===== config.mk =====
export PLATFORM = sky130hd
export DESIGN_NAME = rd_addr_gen
export DESIGN_NICKNAME = d
export VERILOG_FILES = /design/src/rtl/rd_addr_gen.sv
export SDC_FILE = /design/constraint.sdc
export NUM_CORES = 1
export LEC_CHECK = 0
export BUFFER_PORTS_ARGS = -buffer_cell sky130_fd_sc_hd__buf_2
export CELL_PAD_IN_SITES_DETAIL_PLACEMENT = 1
export CELL_PAD_IN_SITES_GLOBAL_PLACEMENT = 1
export CORE_UTILIZATION = 45
export DETAILED_ROUTE_END_ITERATION = 8
export PLACE_DENSITY_LB_ADDON = 0.1
export SYNTH_ARGS = -nofsm -noshare
export SYNTH_HDL_FRONTEND = slang
export SYNTH_SLANG_ARGS = --single-unit

===== constraint.sdc =====
create_clock -name clk -period 8.3 [get_ports clk]
set_clock_uncertainty 0.2 [all_clocks]
set_input_delay 1.66 -clock clk [delete_from_list [all_inputs] [get_ports clk]]
set_output_delay 1.66 -clock clk [all_outputs]
set_load 0.02 [all_outputs]

===== src/rtl/rd_addr_gen.sv =====
// Scratchpad read-address generator for the convolution PE datapath.
// Walks filter taps over sliding IF windows and reports window/row status to the controller.
module rd_addr_gen #(
   parameter int FILT_ADDR_LEN = 4,
   parameter int IF_ADDR_LEN   = 5
) (
   input  logic                     clk,
   input  logic                     rst,
   input  logic                     reset_all,
   input  logic                     start_rd_gen,
   input  logic                     usage_stride_pos_ld,
   input  logic                     reset_Filter,
   input  logic                     clear_regs,
   input  logic [FILT_ADDR_LEN-1:0] filt_len,
   input  logic [IF_ADDR_LEN:0]     if_len,
   input  logic [IF_ADDR_LEN-1:0]   stride,
   input  logic [IF_ADDR_LEN:0]     if_avail,
   input  logic                     if_last,
   input  logic                     psum_ready,
   output logic [FILT_ADDR_LEN-1:0] filt_rd_addr,
   output logic [IF_ADDR_LEN-1:0]   if_rd_addr,
   output logic                     rd_en,
   output logic                     mac_valid,
   output logic                     psum_done,
   output logic                     stride_count_flag,
   output logic                     stride_pos_ld,
   output logic                     full_done
);

   localparam int SW = IF_ADDR_LEN + 2;

   typedef enum logic [1:0] {IDLE, RUN, DRAIN, WAIT_CLR} state_t;

   state_t                   r_state, w_nState;
   logic [IF_ADDR_LEN-1:0]   r_wb, w_nWb;
   logic [IF_ADDR_LEN-1:0]   r_sp, w_nSp;
   logic [FILT_ADDR_LEN-1:0] r_k, w_nK;
   logic                     r_macValid;
   logic                     r_psumDone, r_strideCnt, r_stridePos, r_fullDone;
   logic                     w_psumDone, w_strideCnt, w_stridePos, w_fullDone;
   logic [IF_ADDR_LEN:0]     w_rdIdx;
   logic [IF_ADDR_LEN:0]     w_nb;
   logic                     w_read, w_lastTap, w_rowEnd, w_degenerate, w_advance;

   assign w_rdIdx      = {1'b0, r_wb} + (IF_ADDR_LEN+1)'(r_k);
   assign w_nb         = {1'b0, r_wb} + {1'b0, stride};
   assign w_rowEnd     = (SW'(w_nb) + SW'(filt_len)) > SW'(if_len);
   assign w_degenerate = SW'(filt_len) > SW'(if_len);
   assign w_lastTap    = (r_k == (filt_len - FILT_ADDR_LEN'(1)));

   // A soft clear or filter abort suppresses the strobe in the cycle it arrives.
   assign w_read    = (r_state == RUN) && !reset_all && !reset_Filter &&
                      psum_ready && (w_rdIdx < if_avail);
   assign w_advance = ((r_state == DRAIN) || (r_state == WAIT_CLR)) &&
                      clear_regs && !reset_Filter;

   assign rd_en             = w_read;
   assign filt_rd_addr      = w_read ? r_k : '0;
   assign if_rd_addr        = w_read ? w_rdIdx[IF_ADDR_LEN-1:0] : '0;
   assign mac_valid         = r_macValid;
   assign psum_done         = r_psumDone;
   assign stride_count_flag = r_strideCnt;
   assign stride_pos_ld     = r_stridePos;
   assign full_done         = r_fullDone;

   always_comb begin
      w_nState    = r_state;
      w_nWb       = r_wb;
      w_nK        = r_k;
      w_nSp       = r_sp;
      w_psumDone  = 1'b0;
      w_strideCnt = 1'b0;
      w_stridePos = 1'b0;
      w_fullDone  = 1'b0;

      case (r_state)
         IDLE: begin
            if (start_rd_gen) begin
               if (w_degenerate) begin
                  w_stridePos = 1'b1;
                  w_fullDone  = if_last;
               end else begin
                  w_nState = RUN;
                  w_nWb    = usage_stride_pos_ld ? r_sp : '0;
                  w_nK     = '0;
               end
            end
         end
         RUN: begin
            if (w_read) begin
               if (w_lastTap) begin
                  w_nState   = DRAIN;
                  w_nK       = '0;
                  w_psumDone = 1'b1;
               end else begin
                  w_nK = r_k + FILT_ADDR_LEN'(1);
               end
            end
         end
         DRAIN: begin
            if (!clear_regs) w_nState = WAIT_CLR;
         end
         default: ;
      endcase

      // The saved stride position tracks the next base whether or not the row ends.
      if (w_advance) begin
         w_nSp = w_nb[IF_ADDR_LEN-1:0];
         w_nK  = '0;
         if (w_rowEnd) begin
            w_nState    = IDLE;
            w_stridePos = 1'b1;
            w_fullDone  = if_last;
         end else begin
            w_nState    = RUN;
            w_nWb       = w_nb[IF_ADDR_LEN-1:0];
            w_strideCnt = 1'b1;
         end
      end

      if ((r_state != IDLE) && reset_Filter) begin
         w_nState = RUN;
         w_nK     = '0;
      end

      if (reset_all) begin
         w_nState    = IDLE;
         w_nWb       = '0;
         w_nK        = '0;
         w_nSp       = '0;
         w_psumDone  = 1'b0;
         w_strideCnt = 1'b0;
         w_stridePos = 1'b0;
         w_fullDone  = 1'b0;
      end
   end

   always_ff @(posedge clk or negedge rst) begin
      if (!rst) begin
         r_state     <= IDLE;
         r_wb        <= '0;
         r_k         <= '0;
         r_sp        <= '0;
         r_macValid  <= 1'b0;
         r_psumDone  <= 1'b0;
         r_strideCnt <= 1'b0;
         r_stridePos <= 1'b0;
         r_fullDone  <= 1'b0;
      end else begin
         r_state     <= w_nState;
         r_wb        <= w_nWb;
         r_k         <= w_nK;
         r_sp        <= w_nSp;
         r_macValid  <= w_read;
         r_psumDone  <= w_psumDone;
         r_strideCnt <= w_strideCnt;
         r_stridePos <= w_stridePos;
         r_fullDone  <= w_fullDone;
      end
   end

endmodule


==> metrics.txt, run 1 <==
row count 24; area grow syn2layout 13.8%; Synth async-reset ratio 100%; Synth Instances 251; io pins 45; Worst Setup End Kind primary output; GRT Total Usage 23.9%; cell at the slowest stage of the critical path a2111oi_2; antenna-violating nets left 0; ant diodes 0; clock slew at the register clock pins of the worst setup and hold paths 0.08 ns; WL/cell 16.5 um; htree depth 1; FF-to-FF End r_wb[1]; Seq/Total Area, Yosys 24.0%; DRC Markers 0; number of global-route vias before repair 2084; Worst Hold Class register to register; core area 0.00450 mm2; DR iter-0 viols 57; Peak VDD IR 0.0892 mV; Initial DRT Pass Iterations 4; Slew Viols, Final 0; GPL Wtd Cong 0.799; worst slew pin tran 0.885 ns; hold endpoint r_sp[4]; synthesized area per cell 8.71 um2; CP Data Arrival Time 3.51 ns; Chip Height 71.7 um; number of vias per cell 5.62; Hold Fails Final Rpt 0; final wirelength 5710 um; compound-gate portion of the synthesized area 20.0%; area post-placement 0.00244 mm2; RR Startpoint r_wb[0]; post-synthesis cell area 0.00219 mm2; Worst Reg2Reg Path Length in Cells 15; main area contributors after synthesis dfrtp_1 24%, ha_1 20%, inv_1 4.5%; FMAX 0.186 GHz; CTS tree yes; die outline width 71.7 um; critical path's largest stage delay 0.40 ns; post-route design area 0.00249 mm2; largest area contributor in the netlist dfrtp_1; Reg2Reg Setup Slack 4.14 ns; simple-gate share of the synthesized area 19.9%; adder-cell share of the synthesized area 22.8%; hold_sp r_sp[4]; pin count of the biggest net entering global routing 22; cts repair resizes 0; Setup WS pre-CTS 2.82 ns; Rel. slew slack 41.0%; root buffer cell clkbuf_8; worst-skew pair later-pin latency 0.26 ns; Synth Register Bits 21; Hold-fix buffers, CTS 0; Main synth FF type dfrtp_1; Pleak 1.32 nW; postcts setup bufs 0; worst-path fanout max 8; clock buffer depth 2; largest family of logic cells by synthesized area adder cells; setup ws final 2.93 ns; Distinct cells, synth 51; top-area cell type share of the netlist area 24.0%; xor/xnor share of the synthesized area 6.24%; critical setup path kind input pin to primary output; Initial Util 48.6%; CP Launch Type input pin; Overflow after GRT 0; DPL Wire Length 4850 um; Final setup viols 0; CTS Buf Count 3; proportion of layout cells with a drive suffix above 1 19.0%; critical-path cell list buf_2 -> inv_1 -> ha_1 -> a2111oi_2 -> o21bai_1 -> a21oi_1 -> nand3b_1 -> inv_1 -> and2_1 -> buf_2; Final Critical Period 5.37 ns; synth cell count leaders 35 x ha_1, 26 x inv_1, 21 x dfrtp_1, 21 x nor2_1, 14 x nand2_1; WHS Path Cells 2; RSZ-0062 raised after global routing no; DR vias 1946; # nets final 363; status completed; global-route wire length before repair 9640 um; YS warnings 0; TNS Setup 0 ns; mux contribution to synthesized area 1.43%; DIE AREA 0.00514 mm2; Max-Cap Viols 0; top-count cell post-synth ha_1; number of synthesized flops with an enable pin 0; PwrDens 178 mW/mm2; initial antenna violation count 0; Buffers on Ports 44; CP required 6.44 ns; Mapped Nets 319; Clock Sink Count 21; Final period util 64.7%
-- layout make-up --
class | count | area [um2]
Timing Repair Buffer | 44 | 220
Multi-Input combinational cell | 199 | 1540
Fill cell | 578 | 2010
Tap cell | 52 | 65.1
Clock buffer | 4 | 45.0
Sequential cell | 21 | 526
Inverter | 26 | 97.6
-- critical path, delay by kind of cell --
| kind | cells | cell delay [ns] |
|---|---|---|
| AOI/OAI and AO/OA | 3 | 0.69 |
| adders and majority gates | 1 | 0.30 |
| buffers and inverters | 4 | 0.50 |
| and+or+nand+nor | 2 | 0.36 |
-- sequential cells by signal (all words and copies together), names as in the netlist --
name / cells
r_state: 2
stride_pos_ld: 1
r_wb: 5
stride_count_flag: 1
r_sp: 5
mac_valid: 1
full_done: 1
r_k: 4
psum_done: 1
-- cell usage in the layout, fill, tap and decap left out, types with 8 or more instances in the layout --
| cell | count |
|---|---|
| inv_1 | 26 |
| nand2b_1 | 10 |
| dfrtp_1 | 21 |
| and2_1 | 8 |
| nand3_1 | 11 |
| o21ai_0 | 12 |
| nand2_1 | 14 |
| ha_1 | 35 |
| buf_2 | 44 |
| nor2_1 | 21 |
| a21oi_1 | 13 |
| xnor2_1 | 8 |
-- kinds of logic after synthesis --
family	count (synthesis)
xor+xnor	14
flops	21
mux	3
compound gates	62
buf+inv	31
simple gates	82
fa+ha+maj	38
-- power by group --
| group | internal (W) | switching [W] | total [W] |
|---|---|---|---|
| combinational | 0.000103 | 0.000139 | 0.000242 |
| sequential | 0.000115 | 0.0000174 | 0.000132 |
| clock | 0.0000342 | 0.0000342 | 0.0000683 |
| total | 0.000252 | 0.000190 | 0.000442 |
-- how the worst max path moves through the flow --
stage	from	depth (start not counted)	to
after floorplan	if_avail[1]	8	filt_rd_addr[0]
after global placement	stride[0]	16	r_state[0]
after detailed placement	stride[0]	16	r_wb[1]
after CTS	if_avail[1]	10	if_rd_addr[0]
after global routing	if_avail[1]	10	filt_rd_addr[0]
final	if_avail[1]	10	if_rd_addr[0]
-- metrics by stage --
stage	total power [W]	instances	hold slack, ns	utilization [%]
5_1_grt	0.000476	346	0.362	55.3
3_3_place_gp	0.000364	342	0.313	54.3
6_report	0.000442	346	0.334	55.3
4_1_cts	0.000442	346	0.332	55.3
2_1_floorplan	0.000306	251	0.302	-
3_5_place_dp	0.000374	342	0.322	54.3
-- routing by layer --
metal  vias up  track usage (%)  share of wire (%)
met5         -                0                  0
met4         0             2.61               0.28
met3         2             2.95                2.5
met2        31             44.4                 51
met1       941             30.4                 47
li1        972                -                  -
Power figures use the tool's default switching activity.
==> run 2: changes to the inputs <==
CORE_UTILIZATION = 37   (was 45)
clock period = 4.5 ns   (was 8.3 ns; I/O delays follow)
==> metrics.txt, run 2 (synthesis gave the netlist of run 1 again) <==
status completed (unchanged); most common cell type on the critical path ha_1; WL/cell 15.6 um (was 16.5 um); Initial Util 39.0% (was 48.6%); DPL Wire Length 4900 um (was 4850 um); Max-Cap Viols 0 (unchanged); antenna-violating nets left 0 (unchanged); CP Launch Type register (was input pin); GPL Wtd Cong 0.807 (was 0.799); worst-skew pair later-pin latency 0.28 ns (was 0.26 ns); commonest non-fill, non-tap cell in the layout buf_2 (unchanged); Final setup viols 0 (unchanged); FMAX 0.238 GHz; Final Util 46.9% (was 55.3%); DIE AREA 0.00622 mm2 (was 0.00514 mm2); Hold Fails Final Rpt 0 (unchanged); TNS Setup 0 ns (unchanged); RR Startpoint r_wb[0] (unchanged); Slew Viols, Final 0 (unchanged); Final Critical Period 4.20 ns; clock slew at the register clock pins of the worst setup and hold paths 0.08 ns (about the same); GRT Total Usage 21.3% (was 23.9%); critical path's largest stage delay 0.44 ns (was 0.40 ns); Filler cells 709 (was 578); most frequent cells in the layout 44 x buf_2, 35 x ha_1, 25 x inv_1 (was 44 x buf_2, 35 x ha_1, 26 x inv_1); initial antenna violation count 0 (unchanged); DR vias 1986 (was 1946); CTS tree yes (unchanged); area grow syn2layout 20.3% (was 13.8%); Initial DRT Pass Iterations 4 (unchanged); io pins 45 (unchanged); DRC Markers 0 (unchanged); Worst Hold Class register to register (unchanged); CP required 3.40 ns (was 6.44 ns); final wirelength 5940 um (was 5710 um); hold_sp r_sp[4] (unchanged); Buffers on Ports 44 (unchanged); Worst Setup End Kind primary output (unchanged); number of vias per cell 5.21 (was 5.62); largest registers in the final layout r_sp (5), r_wb (5), r_k (4) (unchanged); # nets final 378 (was 363); Chip Height 78.9 um (was 71.7 um); CP top delay family adder cells (was compound AO/OA/AOI/OAI gates); htree depth 1 (unchanged); ant diodes 0 (unchanged); area of the multi-input gates 0.00154 mm2 (unchanged); CP Data Arrival Time 3.10 ns (was 3.51 ns); Peak VDD IR 0.139 mV (was 0.0892 mV); worst-path fanout max 8 (unchanged); WP buf/inv 3 (was 4); FF+latch area 527 um2 (was 526 um2); RSZ-0062 raised after global routing no (unchanged); Final period util 93.4%; Overflow after GRT 0 (unchanged); critical setup path kind register to primary output (was input pin to primary output); PwrDens 328 mW/mm2 (was 178 mW/mm2); global-route wire length before repair 10100 um (was 9640 um); clock buffer depth 2 (unchanged); hold slack 0.335 ns (was 0.334 ns); core area 0.00561 mm2 (was 0.00450 mm2); root buffer cell clkbuf_8 (unchanged); pin count of the biggest net entering global routing 22 (unchanged); cell at the slowest stage of the critical path dfrtp_2 (was a2111oi_2); Worst setup startpoint r_wb[0] (was if_avail[1]); Pleak 1.39 nW (was 1.32 nW); number of global-route vias before repair 2056 (was 2084); worst slew pin tran 0.801 ns (was 0.885 ns); row count 27 (was 24); DR iter-0 viols 72 (was 57); CTS Buf Count 3 (unchanged); Clock Sink Count 21 (unchanged); Rel. slew slack 46.4% (was 41.0%); die outline width 78.9 um (was 71.7 um); critical-path cell list ha_1 -> inv_1 -> fa_1 -> xnor2_1 -> ha_1 -> o21a_1 -> o21ai_0 -> o21bai_1 -> a21oi_1 -> nand3b_1 -> inv_2 -> and2_1 -> buf_2 (was buf_2 -> inv_1 -> ha_1 -> a2111oi_2 -> o21bai_1 -> a21oi_1 -> nand3b_1 -> inv_1 -> and2_1 -> buf_2); proportion of layout cells with a drive suffix above 1 23.9% (was 19.0%)
run 2: changes by cell type in the layout (fill, tap and decap cells not counted):
cell and delta:
clkbuf_1 -1, dfrtp_2 +1, o21ai_0 -1, dfrtp_1 -1, buf_4 +15, inv_2 +1, inv_1 -1, clkinv_2 +1
o21ai_1 +1
run 2: worst min-delay path, delay by kind of cell, from the launching register on:
| family | cells | cell delay (ns) |
|---|---|---|
| AOI/OAI and AO/OA | 1 | 0.06 |
| and+or+nand+nor | 1 | 0.06 |
| DFF | 1 | 0.38 |
run 2: per-layer routing:
metal  vias up  routed length (um)  GRT usage, %
li1       1005                   -             -
met1       941                2900          28.2
met2        31                2750          34.6
met3         9                 191          3.56
met4         0                 110          8.55
met5         -                   0             0
run 2: layout make-up:
cell class | instances | share of cell area (%)
multi-input combinational | 199 | 58.4
clock buffer | 3 | 1.57
tap | 72 | 3.43
sequential | 21 | 20.0
inverter | 26 | 3.71
clock inverter | 1 | 0.190
timing repair buffer | 59 | 12.7
run 2: power breakdown:
| group | switching, W | internal [W] |
|---|---|---|
| clock network | 0.0000717 | 0.0000621 |
| logic | 0.000265 | 0.000223 |
| registers | 0.0000274 | 0.000212 |
run 2: stage by stage:
step                cells  instance area, um2  setup WS (ns)  power [W]
global placement      374                2560          0.114   0.000724
floorplan             251                2190          0.383   0.000564
detailed placement    374                2560       -0.00998   0.000731
finish                381                2630          0.295   0.000862
CTS                   378                2610         0.0545   0.000872
global route          381                2630         0.0298   0.000950
run 2: what timing repair did:
action | CTS | global route
hold buffers | 0 | 0
setup buffers | 0 | 3
resized for setup | 0 | 3
endpoints found under the setup margin | 0 | 9
run 2: final timing paths:
check | endpoint | slack (ns) | cells after the start
min in group asynchronous | r_k[0] | 0.39 | 1
max in group asynchronous | r_wb[0] | 3.33 | 1
hold reg to reg | r_sp[4] | 0.33 | 2
setup reg to reg | r_wb[0] | 0.62 | 16
setup / recovery | if_rd_addr[2] | 0.30 | 13
hold / removal | r_sp[4] | 0.33 | 2
==> run 3: changes to the inputs <==
GPL_TIMING_DRIVEN = 0   (was not set)
==> metrics.txt, run 3 (synthesis gave the netlist of run 1 again) <==
Buffers on Ports 43 (was 44); Initial Util 39.0% (unchanged); global-route wire length before repair 10000 um (was 10100 um); WHS Path Cells 2 (unchanged); root buffer cell clkbuf_8 (unchanged); critical setup path kind input pin to register (was register to primary output); FMAX 0.235 GHz (was 0.238 GHz); row count 27 (unchanged); initial antenna violation count 0 (unchanged); TNS Setup 0 ns (unchanged); Rel. slew slack 46.0% (was 46.4%); CTS Buf Count 3 (unchanged); Clock Sink Count 21 (unchanged); Peak VDD IR 0.154 mV (was 0.139 mV); WL/cell 15.7 um (was 15.6 um); area of the multi-input gates 0.00156 mm2 (was 0.00154 mm2); antenna-violating nets left 0 (unchanged); clock slew at the register clock pins of the worst setup and hold paths 0.09 ns (was 0.08 ns); DIE AREA 0.00622 mm2 (unchanged); Chip Height 78.9 um (unchanged); DR vias 1965 (was 1986); DRC Markers 0 (unchanged); status completed (unchanged); die outline width 78.9 um (unchanged); RSZ-0062 raised after global routing no (unchanged); cell at the slowest stage of the critical path fa_2 (was dfrtp_2); GRT Total Usage 20.8% (was 21.3%); worst slew pin tran 0.807 ns (was 0.801 ns); Final period util 94.7% (was 93.4%); Pleak 1.34 nW (was 1.39 nW); # nets final 370 (was 378); CP Launch Type input pin (was register); Slew Viols, Final 0 (unchanged); most frequent cells in the layout 44 x buf_2, 35 x ha_1, 25 x inv_1 (unchanged); Max-Cap Viols 0 (unchanged); commonest non-fill, non-tap cell in the layout buf_2 (unchanged); Final Util 46.0% (was 46.9%); final cell count without fillers 373 (was 381); largest registers in the final layout r_sp (5), r_wb (5), r_k (4) (unchanged); PwrDens 323 mW/mm2 (was 328 mW/mm2); CTS tree yes (unchanged); Filler cells 738 (was 709); critical path's largest stage delay 0.59 ns (was 0.44 ns); Inst Count DP 366 (was 374); DR iter-0 viols 42 (was 72); Worst Hold Class register to register (unchanged); Worst setup startpoint stride[0] (was r_wb[0]); WP buf/inv 2 (was 3); hold_sp r_sp[3] (was r_sp[4]); CP required 4.47 ns (was 3.40 ns); CP Data Arrival Time 4.23 ns (was 3.10 ns); number of global-route vias before repair 2068 (was 2056); CP top delay family adder cells (unchanged); ant diodes 0 (unchanged); Final setup viols 0 (unchanged); Hold Fails Final Rpt 0 (unchanged); Levels on crit path 17 (was 13); Final Critical Period 4.26 ns (was 4.20 ns); Initial DRT Pass Iterations 4 (unchanged); Worst Reg2Reg Path Length in Cells 16 (unchanged); htree depth 1 (unchanged); final wirelength 5860 um (was 5940 um); DPL Wire Length 4850 um (was 4900 um); critical-path cell list buf_2 -> ha_1 -> fa_2 -> ha_1 -> a21o_1 -> a21oi_1 -> nor2b_1 -> o21ai_0 -> xor2_1 -> ha_1 -> and4_1 -> nand3_1 -> o221ai_2 -> nand4_2 -> buf_6 -> nor2_1 -> a311oi_2 (was ha_1 -> inv_1 -> fa_1 -> xnor2_1 -> ha_1 -> o21a_1 -> o21ai_0 -> o21bai_1 -> a21oi_1 -> nand3b_1 -> inv_2 -> and2_1 -> buf_2); proportion of layout cells with a drive suffix above 1 22.3% (was 23.9%); worst-skew pair later-pin latency 0.27 ns (was 0.28 ns); clock buffer depth 2 (unchanged); RR Startpoint r_wb[0] (unchanged); core area 0.00561 mm2 (unchanged); FF+latch area 527 um2 (unchanged); pin count of the biggest net entering global routing 22 (unchanged); Worst Setup End Kind register (was primary output); area grow syn2layout 18.0% (was 20.3%); io pins 45 (unchanged); number of vias per cell 5.27 (was 5.21); GPL Wtd Cong 0.743 (was 0.807); most common cell type on the critical path ha_1 (unchanged); worst-path fanout max 10 (was 8); Overflow after GRT 0 (unchanged)
-- run 3: what timing repair did --
| item | 4_1_cts | 5_1_grt |
|---|---|---|
| setup buffers | 0 | 3 |
| endpoints found under the setup margin | 0 | 16 |
| hold buffers | 0 | 0 |
| resized for setup | 0 | 6 |
-- run 3: stage by stage --
step | power (W) | hold WS (ns) | setup WS, ns | instance area (um2)
2_1_floorplan | 0.000564 | 0.302 | 0.383 | 2190
3_3_place_gp | 0.000687 | 0.311 | -0.146 | 2490
3_5_place_dp | 0.000693 | 0.319 | -0.228 | 2490
4_1_cts | 0.000827 | 0.332 | 0.00570 | 2540
5_1_grt | 0.000913 | 0.353 | 0.0145 | 2580
6_report | 0.000833 | 0.331 | 0.240 | 2580
-- run 3: tightest hold or removal path, stage by stage, from the launching register on --
cell and delay [ns]:
dfrtp_1 0.38, nand2_1 0.06, a21oi_1 0.05
-- run 3: routing by layer --
| layer | vias up | GRT usage, % | part of all wire [%] |
|---|---|---|---|
| met5 | - | 0 | 0 |
| met1 | 943 | 26.9 | 48 |
| met4 | 0 | 4.36 | 0.73 |
| met3 | 4 | 2.64 | 2.7 |
| li1 | 992 | - | - |
| met2 | 26 | 37.0 | 49 |
-- run 3: cell type report --
type / count / share of cell area [%]
buffer: 5 / 1.07
multi-input combinational: 199 / 60.3
clock buffer: 3 / 1.60
timing repair buffer: 46 / 9.21
inverter: 26 / 3.78
tap: 72 / 3.49
sequential: 21 / 20.4
clock inverter: 1 / 0.194
-- run 3: worst paths after layout --
kind | end | slack, ns
min in group asynchronous | r_state[1] | 0.40
setup / recovery | r_wb[0] | 0.24
hold / removal | r_sp[3] | 0.33
setup reg to reg | r_wb[0] | 0.53
hold reg to reg | r_sp[3] | 0.33
max in group asynchronous | r_k[0] | 3.33
-- run 3: power by group --
group / switching, W / total [W] / internal [W]
Clock: 0.0000695 / 0.000131 / 0.0000619
Sequential: 0.0000317 / 0.000244 / 0.000213
Combinational: 0.000258 / 0.000457 / 0.000199
